**src/rtl/step_pulse_gen.sv**
```systemverilog
// step_pulse_gen: turns clock-enable ticks into a counted STEP/DIR pulse train with busy/done/abort status.
module step_pulse_gen #(
  parameter int STEP_CNT_W      = 16,
  parameter int DIR_SETUP_TICKS = 2
) (
  input  logic                  s_axi_aclk,
  input  logic                  s_axi_areset,
  input  logic                  i_clk_en,
  input  logic                  i_start,
  input  logic                  i_abort,
  input  logic                  i_dir,
  input  logic [STEP_CNT_W-1:0] i_step_count,
  output logic                  o_step,
  output logic                  o_dir,
  output logic                  o_busy,
  output logic                  o_done,
  output logic                  o_aborted,
  output logic [STEP_CNT_W-1:0] o_steps_remaining
);
  localparam int SW = (DIR_SETUP_TICKS > 1) ? $clog2(DIR_SETUP_TICKS) : 1;
  typedef enum logic [2:0] {IDLE, DIR_SETUP, STEP_HIGH, STEP_LOW, DONE} state_t;
  state_t state, state_n;
  logic start_q, armed, start_edge;
  logic step_n, dir_n, aborted_n;
  logic [SW-1:0] setup_cnt, setup_n;
  logic [STEP_CNT_W-1:0] rem_n;
  // armed masks the first clock after reset so a start held through reset is not seen as an edge
  assign start_edge = i_start & ~start_q & armed;
  assign o_busy = (state == DIR_SETUP) || (state == STEP_HIGH) || (state == STEP_LOW);
  assign o_done = state == DONE;
  always_comb begin
    state_n   = state;
    setup_n   = setup_cnt;
    step_n    = o_step;
    dir_n     = o_dir;
    aborted_n = o_aborted;
    rem_n     = o_steps_remaining;
    case (state)
      IDLE: if (start_edge) begin
        dir_n     = i_dir;
        rem_n     = i_step_count;
        aborted_n = 1'b0;
        setup_n   = '0;
        state_n   = (i_step_count == '0) ? DONE : DIR_SETUP;
      end
      DONE: state_n = IDLE;
      default: if (i_abort) begin
        step_n    = 1'b0;
        aborted_n = 1'b1;
        state_n   = DONE;
      end else if (i_clk_en) begin
        case (state)
          DIR_SETUP: if (setup_cnt == SW'(DIR_SETUP_TICKS - 1)) begin
            step_n  = 1'b1;
            state_n = STEP_HIGH;
          end else setup_n = setup_cnt + SW'(1);
          STEP_HIGH: begin
            step_n  = 1'b0;
            rem_n   = o_steps_remaining - STEP_CNT_W'(1);
            state_n = STEP_LOW;
          end
          default: if (o_steps_remaining == '0) state_n = DONE;
          else begin
            step_n  = 1'b1;
            state_n = STEP_HIGH;
          end
        endcase
      end
    endcase
  end
  always_ff @(posedge s_axi_aclk or posedge s_axi_areset) begin
    if (s_axi_areset) begin
      state             <= IDLE;
      start_q           <= 1'b0;
      armed             <= 1'b0;
      setup_cnt         <= '0;
      o_step            <= 1'b0;
      o_dir             <= 1'b0;
      o_aborted         <= 1'b0;
      o_steps_remaining <= '0;
    end else begin
      state             <= state_n;
      start_q           <= i_start;
      armed             <= 1'b1;
      setup_cnt         <= setup_n;
      o_step            <= step_n;
      o_dir             <= dir_n;
      o_aborted         <= aborted_n;
      o_steps_remaining <= rem_n;
    end
  end
endmodule

```
**config.mk**
```make
export PLATFORM = sky130hd
export DESIGN_NAME = step_pulse_gen
export DESIGN_NICKNAME = d
export VERILOG_FILES = /design/src/rtl/step_pulse_gen.sv
export SDC_FILE = /design/constraint.sdc
export NUM_CORES = 1
export LEC_CHECK = 0
export ABC_AREA = 0
export BUFFER_PORTS_ARGS = -buffer_cell sky130_fd_sc_hd__buf_2
export CORE_MARGIN = 1
export CORE_UTILIZATION = 31
export CTS_CLUSTER_SIZE = 24
export DETAILED_ROUTE_END_ITERATION = 6
export HOLD_SLACK_MARGIN = 0.06
export MAX_ROUTING_LAYER = met4
export SYNTH_ARGS = -nofsm -noshare
export SYNTH_HDL_FRONTEND = slang
export SYNTH_SLANG_ARGS = --single-unit
```
**constraint.sdc**
```tcl
create_clock -name s_axi_aclk -period 2.5 [get_ports s_axi_aclk]
set_input_delay 0.5 -clock s_axi_aclk [delete_from_list [all_inputs] [get_ports s_axi_aclk]]
set_output_delay 0.5 -clock s_axi_aclk [all_outputs]
set_load 0.01 [all_outputs]
```
; ---- Yosys cells after proc, flatten, opt, wreduce, memory -nomap -nowiden
; Index checks and enable logic that the tools add are counted.
[classes]
n_bitwise = 5
n_reduce_logical = 18
addsub = 2
n_eq_ne = 9
muxes = 26
mul = 0
shift = 0
n_lt_le_gt_ge = 0
div_mod_pow = 0
[op_table]
columns = op, count
row1 = $mux W16, 4
row2 = $logic_not A16 Y1, 2
row3 = $pmux W16 S2, 1
row4 = $mux W3, 6
row5 = $sub A16 B1 Y16 const B, 1
row6 = $pmux W3 S2, 2
row7 = $mux W1, 10
row8 = $reduce_and A5 Y1, 2
row9 = $reduce_bool A2 Y1, 5
row10 = $eq A3 B2 Y1 const B, 2
row11 = $pmux W1 S2, 3
row12 = $reduce_and A3 Y1, 2
row13 = $ne A5 B4 Y1 const B, 1
row14 = $ne A4 B4 Y1 const B, 1
row15 = $reduce_and A4 Y1, 1
row16 = $reduce_bool A4 Y1, 1
row17 = $eq A3 B1 Y1 const B, 1
row18 = $eq A3 B3 Y1 const B, 1
row19 = $logic_not A3 Y1, 1
row20 = $ne A3 B3 Y1 const B, 1
row21 = $not A1 Y1, 3
row22 = $and A1 B1 Y1, 2
row23 = $logic_or A1 B1 Y1, 2
row24 = $ne A2 B1 Y1 const B, 1
row25 = 4 further kinds, 4
[word_totals]
ramBits = 0
out_inout_bits = 21
n_memories = 0
wordCells = 68
inputBits = 22
latchBits = 0
romBits = 0
regBits = 25

; ---- Longest topological paths before layout
[logic_depth]
ltp_word = 6
depth_mapped = 7
ltp_nobuf = 6

; ---- Least setup slack after synthesis
; Ideal clock, no wire load.
[synth_path]
path_kind = register to register
start = register o_steps_remaining[0]
end = register o_steps_remaining[14]
n_path_buf = 1
period_less_slack_ps = 1897
setup_time_ps = 124
slack_ps = 603
path_stages_with_launch = 8
t_required_ps = 2376
arrival_ps = 1774
path_cell_list = dfrtp_1 inv_1 ha_1 or3b_1 buf_2 nor4_4 a31oi_1 a2bb2oi_2
[synth_between]
elab_chain_cells = 5
[synth_lines]
columns = element, line
row1 = "start, declared", 18  ; output logic [STEP_CNT_W-1:0] o_steps_remaining
row2 = "start signal, assigned", 89  ; o_steps_remaining <= rem_n;
row3 = $sub A16 B1 Y16, 59  ; rem_n = o_steps_remaining - STEP_CNT_W'(1);
row4 = $mux W16, 52  ; case (state)
row5 = $mux W16, 51  ; end else if (i_clk_en) begin
row6 = $mux W16, 47  ; default: if (i_abort) begin
row7 = $pmux W16 S2, 38  ; case (state)
; Every way passes these cells. The select of a mux whose other input is x is not followed.
; A chain may end at the register's enable or synchronous reset.

; ---- Worst setup path in the final report
[layout_path]
start = register state[1]
end = register o_steps_remaining[0]
[layout_between]
elab_chain_cells = 3
elab_cells_between_ends = 10
classes_between = eq/ne: 4 / mux: 1 / bitwise: 1 / reduce/logical: 4
[layout_lines]
columns = element, line
row1 = "start, declared", 22  ; state_t state, state_n;
row2 = "start signal, assigned", 82  ; state <= state_n;
row3 = $eq A3 B2 Y1 (tied with other cells), 52
row4 = $reduce_bool A2 Y1 (no line) (tied with other cells), --
row5 = $reduce_and A5 Y1 (no line), --
; Several ways; a longest one is shown, not always the timed one.

==> impl_metrics.ini <==
[placement]
hpwlAfterDp_um = 3166
gp_congestion = 0.8405
dpl_worst_slack_ns = 0.3700
numPortBuffers = 42
dp.cells = 279

[power_and_ir_drop]
ir_drop_mv = 0.3233
power.leakage_uw = 0.0007984
p_per_area_nw_per_um2 = 1209

[clock_tree]
clock-root-buffer = clkbuf_8
cts_setup_buffers = 0
cts.clk_slew.worst_paths_ns = 0.09
postCtsHoldBufs = 0
post_cts_resized = 0
cts_tree = built
cts_buffers = 3
clock_latency_ns = 0.27
cts.sinks = 25
clk_path_buf_depth = 2
htree_levels = 1

[synthesis]
synth_top_cell_area_share_pct = 38.58
synth_nets = 202
ys_seq_elements = 25
synth.largest_area_cell = dfrtp_1
avgSynthCellArea_um2 = 9.059
synth_edf_count = 0
synth-main-ff-cell = dfrtp_1
yosys_warnings = 0
synth_area_leaders = dfrtp_1 39%, nor2_1 3.7%, o21ai_0 3.1%, o2bb2ai_1 2.7%, nor4_4 2.6%
ys_types = 58
synth_area_um2 = 1622
synth_common_cells = 25 x dfrtp_1, 16 x nor2_1, 10 x nand2_1, 10 x o21ai_0
async_flop_share_pct = 100.0
seq_area_frac_synth_pct = 38.58
syn_inst = 179
yosysMostFrequentCell = dfrtp_1

[worst_setup_path]
crit_fanout = 16
endpoint_kind = register
cp.required_ns = 2.67
arrival_ns = 2.23
slowest_delay_ns = 0.67
crit_chain = nor3_4 -> a21boi_0 -> nor2_1 -> a311o_1
crit_type = register to register
start_kind = register
critical-path-slowest-cell = dfrtp_1

[timing]
fmax_ghz = 0.4851
rsz0062_at_grt = no
slew_headroom_pct = 55.62
worst_slack_ns = 0.4385
finalHoldViolations = 0
slew_viol_final = 0
setup_violations = 0
holdWs_ns = 0.2541
min_period_ns = 2.061
skew_ns = 0.008209
tightestPinTransition_ns = 0.6598
tns_ns = 0
post-route-period-util_pct = 82.46

[cells_and_area]
n_antenna_cell = 0
nNetsFinal = 240
nFillCells = 536
final_core_util_pct = 39.69
finalNonFillerCells = 283
multi_input_area_um2 = 910.9
drive_gt1_share_pct = 29.63
area_growth_pct = 19.44
regArea_um2 = 625.6

[floorplanning]
row_count = 25
dieWidth_um = 74.33
dieHeight_um = 74.33
fp.coreArea_um2 = 4880
initial_core_util_pct = 33.23
ios = 43
dieArea_um2 = 5524

[global_route]
gr-total-overflow = 0
grt_pass1_vias = 1466
grt_pass1_wl_um = 7341
grt_max_degree = 26
grt_antenna_before_repair = 0
grt_usage_pct = 18.14

[route]
wl_met3_um = 258
wl_met2_um = 1877
drt_first_pass_iters = 4
dr_total_vias = 1540
routedWlPerCell_um = 15.23
drt-total-wl_um = 4310
topRoutingLayerUsed = met4
ant_nets = 0
avgViaCountPerCell = 5.442
wirelength_met1_um = 2133
drc_errors = 0
drt-initial-drc-count = 119

[outcome]
status = completed

[run]
maxCapViolations = 0

[hold_path]
hold_class = primary input to async pin
==> layout by cell type (no fill, tap or decap), types with 3 or more instances in the layout <==
master / n
buf_2: 42
dfrtp_1: 25
nor2_1: 16
nand2_1: 10
o21ai_0: 10
a21oi_1: 8
nor3_1: 8
nor4_1: 6
buf_4: 6
a31oi_1: 5
o31ai_1: 5
a22oi_1: 5
o2bb2ai_1: 5
o211ai_1: 4
inv_1: 4
nor3b_1: 3
nand3_1: 3
clkbuf_8: 3
==> layer usage <==
layer	up-vias	global-route usage, %
li1	764	-
met1	719	26.67
met2	53	25.66
met3	4	2.304
met4	0	5.870
met5	-	-
==> state kept, by name (all words and copies together) (netlist names) <==
signal / cells
o_step: 1
o_aborted: 1
o_dir: 1
o_steps_remaining: 16
state: 3
setup_cnt: 1
start_q: 1
armed: 1
==> cell type report <==
type                    instances  area share (%)
multi-input cells             135           47.03
flip-flops and latches         25           32.30
repair buffers                 48           13.18
well taps                      67           4.328
clock buffers                   3           2.132
inverters                       4          0.7752
clock inverters                 1          0.2584
==> stage by stage <==
| stage | cell area (µm²) | power [µW] |
|---|---|---|
| CTS | 1937 | 2367 |
| global placement | 1891 | 2106 |
| floorplan | 1622 | 1708 |
| detailed placement | 1891 | 2106 |
| finish | 1937 | 2342 |
| global route | 1937 | 2558 |
==> power by group <==
part | switching [µW] | internal [µW]
Combinational | 731 | 542
Sequential | 246 | 578
Clock | 135 | 112
==> final timing paths <==
check | start | endpoint | slack (ns) | cells after the start
min reg2reg | o_aborted | o_aborted | 0.47 | 2
max reg2reg | state[1] | o_steps_remaining[0] | 0.44 | 4
min in group s_axi_aclk | i_start | start_q | 0.34 | 1
max in group asynchronous | s_axi_areset | o_steps_remaining[12] | 1.97 | 3
min | s_axi_areset | o_dir | 0.25 | 3
max | state[1] | o_steps_remaining[0] | 0.44 | 4
==> worst max-delay path, delay by kind of cell, from the launching register on <==
family             cells  cell delay, ns
and+or+nand+nor        2            0.34
DFF                    1            0.67
AOI/OAI and AO/OA      2            0.94
==> logic make-up after synthesis <==
logic type	after synthesis	share of synthesized area, %
DFF	25	38.58
adders and majority gates	1	0.7715
buffers and inverters	19	5.246
and+or+nand+nor	63	23.38
other	1	0.2313
AOI/OAI and AO/OA	67	29.94
muxes	2	1.312
xor gates and xnor gates	1	0.5402
No activity file was read; power rests on OpenSTA's default activity.
